--- config.mk ---
export PLATFORM = sky130hd
export DESIGN_NAME = b2a_xor_ctrl
export DESIGN_NICKNAME = d
export VERILOG_FILES = /design/src/rtl/b2a_pkg.sv /design/src/rtl/b2a_rand_buf.sv /design/src/rtl/b2a_xor_ctrl.sv
export SDC_FILE = /design/constraint.sdc
export NUM_CORES = 1
export LEC_CHECK = 0
export CAP_MARGIN = 20
export CORE_AREA = 2 2 143 145
export DETAILED_ROUTE_END_ITERATION = 6
export DIE_AREA = 0 0 145 147
export PLACE_DENSITY = 0.76
export SYNTH_ARGS = -nofsm -noshare
export SYNTH_HDL_FRONTEND = slang
export SYNTH_SLANG_ARGS = --single-unit
--- constraint.sdc ---
create_clock -name clk_i -period 9.6 [get_ports clk_i]
set_clock_uncertainty 0.2 [all_clocks]
set_input_delay 1.44 -clock clk_i [delete_from_list [all_inputs] [get_ports clk_i]]
set_output_delay 1.44 -clock clk_i [all_outputs]
set_load 0.01 [all_outputs]
--- src/rtl/b2a_pkg.sv ---
// rtl/b2a_pkg.sv - shared types and parameter derivations for the b2a_xor_ctrl controller
package b2a_pkg;

    typedef enum logic [2:0] {
        ST_IDLE  = 3'd0,
        ST_LOAD  = 3'd1,
        ST_ISSUE = 3'd2,
        ST_WAIT  = 3'd3,
        ST_OUT   = 3'd4
    } b2a_state_t;

    // Fresh random words needed by the masked-XOR datapath for n shares.
    function automatic int b2a_randnum(input int n_shares);
        int log_k;
        if (n_shares <= 1) begin
            return 0;
        end
        log_k = $clog2(n_shares + 1) - 1;
        return log_k * (1 << (log_k - 1)) + n_shares - (1 << log_k);
    endfunction

    function automatic int b2a_maskwidth(input int k_width, input int n_shares);
        return k_width * n_shares;
    endfunction

endpackage

--- src/rtl/b2a_rand_buf.sv ---
// rtl/b2a_rand_buf.sv - collects fresh random words into the mask operand register
//   clk_i, rst_i   clock, asynchronous active-high reset
//   clr_i          zeroize words and rewind the word counter
//   wr_en_i        accepted randomness beat; wr_data_i is the word
//   words_o        word i at [i*K_WIDTH +: K_WIDTH]
//   done_o         this beat fills the last word
module b2a_rand_buf #(
    parameter int K_WIDTH = 32,
    parameter int NWORDS  = 2
) (
    input  logic                      clk_i,
    input  logic                      rst_i,
    input  logic                      clr_i,
    input  logic                      wr_en_i,
    input  logic [K_WIDTH-1:0]        wr_data_i,
    output logic [K_WIDTH*NWORDS-1:0] words_o,
    output logic                      done_o
);

    localparam int CW = (NWORDS > 1) ? $clog2(NWORDS) : 1;

    logic [CW-1:0] cnt;

    assign done_o = wr_en_i && (cnt == CW'(NWORDS - 1));

    always_ff @(posedge clk_i or posedge rst_i) begin
        if (rst_i) begin
            cnt     <= '0;
            words_o <= '0;
        end else if (clr_i) begin
            cnt     <= '0;
            words_o <= '0;
        end else if (wr_en_i) begin
            for (int i = 0; i < NWORDS; i++) begin
                if (cnt == CW'(i)) begin
                    words_o[i*K_WIDTH +: K_WIDTH] <= wr_data_i;
                end
            end
            // Hold on the last word; the FSM leaves LOAD on that beat.
            if (!done_o) begin
                cnt <= cnt + 1'b1;
            end
        end
    end

endmodule

--- src/rtl/b2a_xor_ctrl.sv ---
// rtl/b2a_xor_ctrl.sv - sequencing controller for a masked Boolean-share XOR datapath
//   clk_i, rst_i                 clock, asynchronous active-high reset
//   s_valid_i/s_ready_o, s_x_i   shared operand in (share i at [i*K_WIDTH +: K_WIDTH])
//   r_valid_i/r_ready_o, r_data_i fresh randomness words in
//   dp_dvld_o, dp_rvld_o         one-cycle issue strobes to the datapath
//   dp_x_o, dp_n_o               held operands to the datapath
//   dp_dvld_i, dp_z_i            datapath result
//   m_valid_o/m_ready_i, m_z_o   result out
//   busy_o                       not idle
//   err_o                        sticky watchdog error (B2A_XOR_CTRL_WDOG_EN builds only)
module b2a_xor_ctrl
    import b2a_pkg::*;
#(
    parameter  int K_WIDTH   = 32,
    parameter  int N_SHARES  = 3,
    parameter  int WDOG_CYC  = 16,
    localparam int MASKWIDTH = b2a_maskwidth(K_WIDTH, N_SHARES),
    localparam int RANDNUM   = b2a_randnum(N_SHARES),
    localparam int NWORDS    = (RANDNUM > 0) ? RANDNUM : 1
) (
    input  logic                      clk_i,
    input  logic                      rst_i,
    input  logic                      s_valid_i,
    output logic                      s_ready_o,
    input  logic [MASKWIDTH-1:0]      s_x_i,
    input  logic                      r_valid_i,
    output logic                      r_ready_o,
    input  logic [K_WIDTH-1:0]        r_data_i,
    output logic                      dp_dvld_o,
    output logic                      dp_rvld_o,
    output logic [MASKWIDTH-1:0]      dp_x_o,
    output logic [K_WIDTH*NWORDS-1:0] dp_n_o,
    input  logic [K_WIDTH-1:0]        dp_z_i,
    input  logic                      dp_dvld_i,
    output logic                      m_valid_o,
    input  logic                      m_ready_i,
    output logic [K_WIDTH-1:0]        m_z_o,
    output logic                      busy_o,
    output logic                      err_o
);

    b2a_state_t state;

    logic s_hs;
    logic out_done;
    logic wdog_fire;
    logic go_idle;
    logic buf_clr;
    logic buf_wr;
    logic buf_done;

    always_comb begin
        s_hs     = 1'b0;
        out_done = 1'b0;
        go_idle  = 1'b0;
        buf_clr  = 1'b0;
        s_hs     = s_valid_i && s_ready_o;
        out_done = (state == ST_OUT) && m_ready_i;
        go_idle  = out_done || wdog_fire;
        // Mask words are wiped on every return to IDLE so no residue lingers.
        buf_clr  = s_hs || go_idle;
    end

    assign buf_wr = r_valid_i && r_ready_o;

    b2a_rand_buf #(
        .K_WIDTH (K_WIDTH),
        .NWORDS  (NWORDS)
    ) u_rand_buf (
        .clk_i     (clk_i),
        .rst_i     (rst_i),
        .clr_i     (buf_clr),
        .wr_en_i   (buf_wr),
        .wr_data_i (r_data_i),
        .words_o   (dp_n_o),
        .done_o    (buf_done)
    );

`ifdef B2A_XOR_CTRL_WDOG_EN
    localparam int WDW = $clog2(WDOG_CYC + 1);

    logic [WDW-1:0] wdog_cnt;

    // Counts completed WAIT cycles; zero on WAIT entry.
    always_ff @(posedge clk_i or posedge rst_i) begin
        if (rst_i) begin
            wdog_cnt <= '0;
        end else if (state != ST_WAIT) begin
            wdog_cnt <= '0;
        end else begin
            wdog_cnt <= wdog_cnt + 1'b1;
        end
    end

    assign wdog_fire = (state == ST_WAIT) && !dp_dvld_i && (wdog_cnt == WDW'(WDOG_CYC - 1));

    always_ff @(posedge clk_i or posedge rst_i) begin
        if (rst_i) begin
            err_o <= 1'b0;
        end else if (wdog_fire) begin
            err_o <= 1'b1;
        end
    end
`else
    logic unused_cfg;

    assign unused_cfg = ^WDOG_CYC;
    assign wdog_fire  = 1'b0;
    assign err_o      = 1'b0;
`endif

    always_ff @(posedge clk_i or posedge rst_i) begin
        if (rst_i) begin
            state     <= ST_IDLE;
            s_ready_o <= 1'b1;
            r_ready_o <= 1'b0;
            dp_dvld_o <= 1'b0;
            dp_rvld_o <= 1'b0;
            dp_x_o    <= '0;
            m_valid_o <= 1'b0;
            m_z_o     <= '0;
            busy_o    <= 1'b0;
        end else begin
            dp_dvld_o <= 1'b0;
            dp_rvld_o <= 1'b0;
            case (state)
                ST_IDLE: begin
                    if (s_hs) begin
                        dp_x_o    <= s_x_i;
                        s_ready_o <= 1'b0;
                        busy_o    <= 1'b1;
                        if (RANDNUM == 0) begin
                            state     <= ST_ISSUE;
                            dp_dvld_o <= 1'b1;
                            dp_rvld_o <= 1'b1;
                        end else begin
                            state     <= ST_LOAD;
                            r_ready_o <= 1'b1;
                        end
                    end
                end
                ST_LOAD: begin
                    if (buf_done) begin
                        state     <= ST_ISSUE;
                        r_ready_o <= 1'b0;
                        dp_dvld_o <= 1'b1;
                        dp_rvld_o <= 1'b1;
                    end
                end
                ST_ISSUE: begin
                    state <= ST_WAIT;
                end
                ST_WAIT: begin
                    if (dp_dvld_i) begin
                        m_z_o     <= dp_z_i;
                        m_valid_o <= 1'b1;
                        state     <= ST_OUT;
                    end else if (wdog_fire) begin
                        dp_x_o    <= '0;
                        s_ready_o <= 1'b1;
                        busy_o    <= 1'b0;
                        state     <= ST_IDLE;
                    end
                end
                ST_OUT: begin
                    if (out_done) begin
                        m_valid_o <= 1'b0;
                        dp_x_o    <= '0;
                        s_ready_o <= 1'b1;
                        busy_o    <= 1'b0;
                        state     <= ST_IDLE;
                    end
                end
                default: begin
                    state     <= ST_IDLE;
                    dp_x_o    <= '0;
                    r_ready_o <= 1'b0;
                    m_valid_o <= 1'b0;
                    s_ready_o <= 1'b1;
                    busy_o    <= 1'b0;
                end
            endcase
            // go_idle is referenced so the FSM and buffer agree on IDLE entry.
            if (go_idle) begin
                r_ready_o <= 1'b0;
            end
        end
    end

endmodule

==> impl_metrics.tcl, run 1 <==
set metrics [dict create \
    die_w_um 145 \
    grt_pass1_wl_um 36070 \
    grt_max_degree 98 \
    synth_most_common_cell "dfrtp_1" \
    netlist_area_sq_mm 0.007535 \
    ios 365 \
    cts_resized 0 \
    ys_ff_latch 201 \
    crit_type "input pin to flip-flop" \
    vias 6188 \
    core_area_sq_mm 0.01984 \
    ctsHtreeMaxLevel 1 \
    finalHoldViolations 0 \
    cts_hold_buf 0 \
    yosys_warnings 0 \
    required_ns 9.81 \
    tns_ns 0 \
    synthDistinctLibCells 31 \
    worstSkewPairLatency_ns 0.49 \
    clk_path_buf_depth 3 \
    end_kind "flip-flop" \
    min_path_type "flip-flop to flip-flop" \
    syn-mean-instance-area_sq_um 12.33 \
    async_reset_ff_frac 1.000 \
    via_per_inst 4.974 \
    synthTopCellsByArea "dfrtp_1 66%, a22o_1 11%, nand2_1 6.7%" \
    synthTopCellsByCount "200 x dfrtp_1, 134 x nand2_1, 96 x a22o_1" \
    die_area_sq_mm 0.02132 \
    syn_nets 777 \
    dr.first_iter.drc_count 265 \
    ant_nets 0 \
    status "complete, no violations" \
    grt_overflow 0 \
    min_from "dp_x_o[2]$_DFFE_PP0P_" \
    rsz0062_at_grt "false" \
    track_usage 0.2111 \
    finalSetupViolations 0 \
    fin_crit_sh 0.3673 \
    path_clk_slew_ns 0.06 \
    initial_core_util 0.3797 \
    max_freq_ghz 0.2836 \
    final_cell_area_sq_mm 0.01210 \
    yosysTopAreaCell "dfrtp_1" \
    first_pass_iters 4 \
    period_needed_ns 3.526 \
    tightestPinTransition_ns 1.079 \
    power_mw 1.816 \
    ir_drop_mv 0.1054 \
    synth-seq-area-share 0.6677 \
    wl_per_cell_um 18.56 \
    cp-startpoint "m_ready_i" \
    post_cts_buffers 0 \
    fill_cells 1576 \
    cp-start-kind "input pin" \
    nets 1123 \
    gp_congestion 0.7988 \
    drive_gt1_frac 0.08745 \
    synth_flop_cell "dfrtp_1" \
    cts_sinks 201 \
    finalWirelength_um 23080 \
    fin_util 0.6097 \
    cts_tree "built" \
    root_buffer "clkbuf_16" \
    io_buffers 363 \
    slew_headroom 0.2804 \
    grt_pass1_vias 6217 \
    die_h_um 147 \
    placed_area_sq_mm 0.01134 \
    synth_edf_count 0 \
    postSynthCellCount 611 \
    dp.final_hpwl_um 15880 \
    synth_top_area_frac 0.6642 \
    r2r-start "state[2]$_DFFE_PP0P_" \
    drv_cap 0 \
    cp_max_fo 96 \
    slew_viol_final 0 \
    rows 52 \
    numCtsBuffers 22 \
    area_delta_synth_final_pct 60.58 \
    p_leak_nw 5.282 \
    power.density_mw_per_mm2 150.1 \
    cp.arrival_ns 3.74 \
    drc 0 \
    antenna_found_initial 2 \
]
[where the power goes]
group	switching, mW	leakage [nW]	total [mW]	internal (mW)
sequential	0	2.80	0.847	0.847
combinational	0.0337	2.11	0.0937	0.0600
clock	0.335	0.371	0.875	0.540
total	0.368	5.28	1.82	1.45
[sequential cells by signal (all words and copies together) (netlist names)]
signal	count
s_ready_o	1
m_z_o	32
u_rand_buf.cnt	1
busy_o	1
u_rand_buf.words_o	64
m_valid_o	1
r_ready_o	1
dp_rvld_o	1
dp_x_o	96
state	3
[kinds of logic after synthesis]
group                  Yosys count  synth area share
AO/OA/AOI/OAI                  172            0.1641
buffers and inverters           52           0.03587
flip-flops                     201            0.6677
multiplexers                    32           0.04783
other                            1         0.0004977
AND/OR/NAND/NOR                153           0.08403
[layout by cell type (no fill, tap or decap), types with 2 or more instances in the layout]
cell type and count:
clkbuf_1 3, clkbuf_16 23, dfrtp_1 200, nand2_1 134, and3b_1 2, clkinv_2 5, bufinv_16 3, clkdlybuf4s50_1 363
a22o_1 96, nor2_1 5, nand3_1 2, a21oi_1 67, clkinvlp_4 2, nand3b_1 2, mux2_2 32, diode_2 2
o21ai_0 4, buf_4 9, clkbuf_8 3
[path summary, 6_finish.rpt]
kind	to	slack (ns)	cells after the start
setup / recovery	dp_x_o[85]$_DFFE_PP0P_	6.07	5
hold / removal	dp_x_o[2]$_DFFE_PP0P_	0.30	1
setup reg to reg	dp_x_o[85]$_DFFE_PP0P_	6.87	4
hold reg to reg	dp_x_o[2]$_DFFE_PP0P_	0.30	1
max in group asynchronous	m_z_o[12]$_DFFE_PP0P_	6.13	4
min in group asynchronous	dp_x_o[74]$_DFFE_PP0P_	1.26	2
[final cells by class]
| cell class | instances | area [sq um] | share of cell area |
|---|---|---|---|
| Sequential cell | 201 | 5031 | 0.4158 |
| Timing Repair Buffer | 372 | 3701 | 0.3059 |
| Multi-Input combinational cell | 358 | 2251 | 0.1860 |
| Clock buffer | 29 | 628.1 | 0.05191 |
| Tap cell | 270 | 337.8 | 0.02792 |
| Clock inverter | 10 | 130.1 | 0.01075 |
| Inverter | 2 | 15.01 | 0.001241 |
| Antenna cell | 2 | 5.005 | 0.0004137 |
[critical path: stages]
cell	delay, ns
clkdlybuf4s50_1	0.47
or4b_1	0.57
o21ai_4	0.09
buf_4	0.76
a22o_1	0.28
[per-stage QoR]
step	std cells	setup WS [ns]	hold WS, ns
floorplan	611	2.479	0.3112
global placement	1203	5.507	0.2871
detailed placement	1203	5.510	0.2899
CTS	1242	6.021	0.3065
global route	1244	5.773	0.3125
finish	1244	6.074	0.3002
[routing by layer]
layer | up-vias | wire length [um] | GRT usage
li1 | 2843 | - | -
met1 | 3051 | 9155 | 0.2724
met2 | 256 | 11350 | 0.3488
met3 | 38 | 2021 | 0.05683
met4 | 0 | 556 | 0.06782
met5 | - | 0 | 0
Power figures use the tool's default switching activity.
==> run 2, diff against run 1 <==
- CORE_AREA: 2 2 143 145 -> default
- CORE_ASPECT_RATIO: default -> 1.25
- CORE_UTILIZATION: default -> 37
- DIE_AREA: 0 0 145 147 -> default
- PLACE_DENSITY: 0.76 -> 0.77
- clock period: 9.6 -> 3.1 ns (I/O delays scaled with it)
==> impl_metrics.tcl, run 2 (same netlist as run 1, synthesis figures left out) <==
set metrics [dict create \
    status "complete, no violations" \
    fin_util 0.6071 \
    drive_gt1_frac 0.08923 \
    root_buffer "clkbuf_16" \
    crit_slowest_cell "dfstp_2" \
    final_cells 1245 \
    first_pass_iters 6 \
    placed_area_sq_mm 0.01147 \
    most-common-layout-cells "363 x clkdlybuf4s50_1, 200 x dfrtp_1, 134 x nand2_1, 96 x a22o_1, 67 x a21oi_1" \
    largest-register "dp_x_o" \
    slew_headroom 0.5453 \
    power_mw 5.465 \
    diodes 0 \
    p_leak_nw 5.307 \
    dp_cells 1210 \
    gp_congestion 0.7854 \
    ios 365 \
    cts_sinks 201 \
    hold_ws_ns 0.1744 \
    via_per_inst 5.033 \
    finalSetupViolations 0 \
    largestRegisters "dp_x_o: 96 flops, u_rand_buf.words_o: 64 flops, m_z_o: 32 flops" \
    grt_overflow 0 \
    tns_ns 0 \
    clk_path_buf_depth 3 \
    final_cell_area_sq_mm 0.01216 \
    grt_pass1_wl_um 34860 \
    cp.arrival_ns 1.65 \
    power.density_mw_per_mm2 449.5 \
    crit_type "flip-flop to output port" \
    path_clk_slew_ns 0.07 \
    drv_cap 0 \
    finalWirelength_um 22910 \
    critPathTopFamily "flip-flops" \
    nets 1129 \
    slew_viol_final 0 \
    cts_resized 0 \
    die_h_um 161.5 \
    min_path_type "input pin to asynchronous set/reset pin" \
    grt_max_degree 97 \
    numCtsBuffers 21 \
    crit_chain "clkdlybuf4s50_1" \
    cp_max_fo 6 \
    die_w_um 129.6 \
    antenna_found_initial 0 \
    io_buffers 363 \
    ant_nets 0 \
    post_cts_buffers 0 \
    core_area_sq_mm 0.02003 \
    tightestPinTransition_ns 0.6794 \
    cp-start-kind "flip-flop" \
    track_usage 0.2136 \
    period_needed_ns 2.319 \
    rsz0062_at_grt "false" \
    die_area_sq_mm 0.02094 \
    fin_ws_ns 0.7808 \
    worstSkewPairLatency_ns 0.49 \
    finalHoldViolations 0 \
    pre_cts_slack_ns 0.5247 \
    vias 6266 \
    wl_per_cell_um 18.40 \
    critPathBufInv 1 \
    rows 58 \
    slowest_delay_ns 0.59 \
    initial_core_util 0.3762 \
    largest_reg_flops 96 \
    dp.final_hpwl_um 16000 \
    ctsHtreeMaxLevel 1 \
    end_kind "output port" \
    fin_crit_sh 0.7481 \
    final_common_cell "clkdlybuf4s50_1" \
    drc 0 \
    cts_hold_buf 0 \
    grt_pass1_vias 6218 \
    max_freq_ghz 0.4312 \
    dr.first_iter.drc_count 298 \
    ir_drop_mv 0.4353 \
    area_delta_synth_final_pct 61.38 \
    required_ns 2.43 \
    cts_tree "built" \
]
## run 2: layout make-up
| type | count | area (sq um) |
|---|---|---|
| Clock buffer | 30 | 609.3 |
| Clock inverter | 5 | 77.57 |
| Fill cell | 1632 | 7870 |
| Inverter | 2 | 11.26 |
| Multi-Input combinational cell | 358 | 2251 |
| Sequential cell | 201 | 5031 |
| Tap cell | 270 | 337.8 |
| Timing Repair Buffer | 379 | 3841 |
## run 2: power by group
part | internal [mW] | switching (mW) | leakage (nW)
logic | 0.195 | 0.108 | 2.17
registers | 2.62 | 0 | 2.80
clock network | 1.52 | 1.01 | 0.336
## run 2: metal layers
metal / share of wire / vias up / global-route usage
li1: - / 2849 / -
met1: 0.37 / 3090 / 0.2571
met2: 0.50 / 276 / 0.3580
met3: 0.094 / 51 / 0.06227
met4: 0.035 / 0 / 0.08140
met5: 0 / - / 0
## run 2: worst paths after layout
| path | from | slack [ns] | cells past startpoint | endpoint |
|---|---|---|---|---|
| max in group asynchronous | rst_i | 1.78 | 3 | s_ready_o$_DFFE_PP1P_ |
| hold / removal | rst_i | 0.17 | 2 | dp_x_o[17]$_DFFE_PP0P_ |
| hold reg to reg | dp_x_o[87]$_DFFE_PP0P_ | 0.30 | 1 | dp_x_o[87]$_DFFE_PP0P_ |
| min in group clk_i | dp_x_o[87]$_DFFE_PP0P_ | 0.30 | 1 | dp_x_o[87]$_DFFE_PP0P_ |
| setup / recovery | s_ready_o$_DFFE_PP1P_ | 0.78 | 1 | s_ready_o |
| setup reg to reg | state[2]$_DFFE_PP0P_ | 0.82 | 4 | dp_x_o[29]$_DFFE_PP0P_ |
==> run 3, diff against run 2 <==
- clock period: 3.1 -> 2 ns (I/O delays scaled with it)
==> impl_metrics.tcl, run 3 (same netlist as run 1, synthesis figures left out) <==
set metrics [dict create \
    period_needed_ns 1.944 \
    drive_gt1_frac 0.1057 \
    rows 58 \
    path_clk_slew_ns 0.06 \
    end_kind "output port" \
    nets 1145 \
    dr_wl_met3_um 2109 \
    finalWirelength_um 22910 \
    ir_drop_mv 0.6292 \
    die_w_um 129.6 \
    cp_max_fo 2 \
    wl_met2_um 11390 \
    track_usage 0.2124 \
    numCtsBuffers 21 \
    vias 6308 \
    critPathTopFamily "buffers and inverters" \
    gp_congestion 0.7972 \
    critPathBufInv 1 \
    wl_met1_um 8618 \
    area_delta_synth_final_pct 64.26 \
    crit_type "flip-flop to output port" \
    crit_slowest_cell "clkdlybuf4s50_1" \
    ant_nets 0 \
    ios 365 \
    status "complete, no violations" \
    cp.arrival_ns 1.44 \
    grt_max_degree 66 \
    crit_chain "clkdlybuf4s50_1" \
    final_cell_area_sq_mm 0.01238 \
    fin_crit_sh 0.9722 \
    route.top_layer_used "met4" \
    antenna_found_initial 1 \
    largestRegisters "dp_x_o: 96 flops, u_rand_buf.words_o: 64 flops, m_z_o: 32 flops" \
    die_area_sq_mm 0.02094 \
    dp.final_hpwl_um 16350 \
    cts_sinks 201 \
    grt_pass1_wl_um 34730 \
    rsz0062_at_grt "false" \
    min_path_type "input pin to flip-flop" \
    io_buffers 363 \
    power.density_mw_per_mm2 682.9 \
    finalHoldViolations 0 \
    initial_core_util 0.3762 \
    required_ns 1.50 \
    largest-register "dp_x_o" \
    core_area_sq_mm 0.02003 \
    via_per_inst 4.991 \
    final_common_cell "clkdlybuf4s50_1" \
    finalSetupViolations 0 \
    placed_area_sq_mm 0.01166 \
    largest_reg_flops 96 \
    p_leak_nw 5.456 \
    cts_tree "built" \
    first_pass_iters 4 \
    dr.first_iter.drc_count 284 \
    drc 0 \
    drv_cap 0 \
    cp-start-kind "flip-flop" \
    grt_pass1_vias 6383 \
    grt_overflow 0 \
    power_mw 8.452 \
    most-common-layout-cells "357 x clkdlybuf4s50_1, 199 x dfrtp_1, 134 x nand2_1, 96 x a22o_1, 67 x a21oi_1" \
    wl_per_cell_um 18.13 \
    ctsHtreeMaxLevel 1 \
    clk_path_buf_depth 3 \
    worstSkewPairLatency_ns 0.49 \
    die_h_um 161.5 \
    pre_cts_slack_ns -0.2109 \
    slew_viol_final 0 \
    fin_ws_ns 0.05566 \
    slowest_delay_ns 0.56 \
    max_freq_ghz 0.5143 \
    root_buffer "clkbuf_16" \
]
run 3: cell types whose count changed in the layout (fill, tap and decap cells not counted), sizes merged, moves of 2 or more:
cell | previous run | this run
buf | 16 | 31
dlygate4sd2 | 0 | 4
clkinv | 2 | 4
dlymetal6s2s | 0 | 2
clkdlybuf4s50 | 363 | 357
run 3: cell type report:
type | instances | area, sq um
Antenna cell | 1 | 2.502
Clock buffer | 29 | 595.6
Clock inverter | 8 | 95.09
Fill cell | 1586 | 7652
Inverter | 2 | 11.26
Multi-Input combinational cell | 358 | 2251
Sequential cell | 201 | 5032
Tap cell | 270 | 337.8
Timing Repair Buffer | 395 | 4051
run 3: through the flow:
| step | utilization | std cells | hold WS [ns] | setup TNS, ns |
|---|---|---|---|---|
| global placement | 0.5824 | 1224 | 0.2870 | -10.93 |
| CTS | 0.6172 | 1262 | 0.1543 | 0 |
| detailed placement | 0.5824 | 1224 | 0.2919 | -13.74 |
| finish | 0.6179 | 1264 | 0.1738 | 0 |
| floorplan | - | 611 | 0.2307 | -220.74 |
| global route | 0.6179 | 1264 | 0.1719 | 0 |
run 3: worst paths after layout:
| kind | to | start | cells after the start | slack (ns) |
|---|---|---|---|---|
| worst min-delay path | u_rand_buf.words_o[53]$_DFFE_PP0P_ | r_data_i[21] | 3 | 0.17 |
| worst min register to register | dp_x_o[38]$_DFFE_PP0P_ | dp_x_o[38]$_DFFE_PP0P_ | 1 | 0.30 |
| worst max-delay path | dp_x_o[23] | dp_x_o[23]$_DFFE_PP0P_ | 1 | 0.06 |
| worst max register to register | dp_x_o[65]$_DFFE_PP0P_ | state[0]$_DFFE_PP0P_ | 4 | 0.11 |
| min in group asynchronous | dp_rvld_o$_DFF_PP0_ | rst_i | 3 | 0.49 |
| max in group asynchronous | s_ready_o$_DFFE_PP1P_ | rst_i | 4 | 0.48 |
run 3: worst register-to-register path, cell delays in order, from the launching register on:
cell	delay (ns)
dfrtp_1	0.37
or4b_1	0.59
o21ai_4	0.15
buf_4	0.31
a22o_1	0.20
run 3: timing repair:
item,in CTS,in global routing
hold endpoints to repair,3,0
resized for setup,5,2
endpoints found under the setup margin,4,3
hold buffers,1,0
buffers inserted,0,1
run 3: layer usage:
metal,GRT usage,up-vias
met5,0,-
li1,-,2877
met4,0.08298,0
met2,0.3619,267
met3,0.05995,51
met1,0.2509,3113
run 3: report_power, final:
part           internal (mW)  switching [mW]  total [mW]
registers               4.07               0        4.07
logic                  0.306           0.166       0.472
clock network           2.34            1.58        3.91
total                   6.71            1.74        8.45
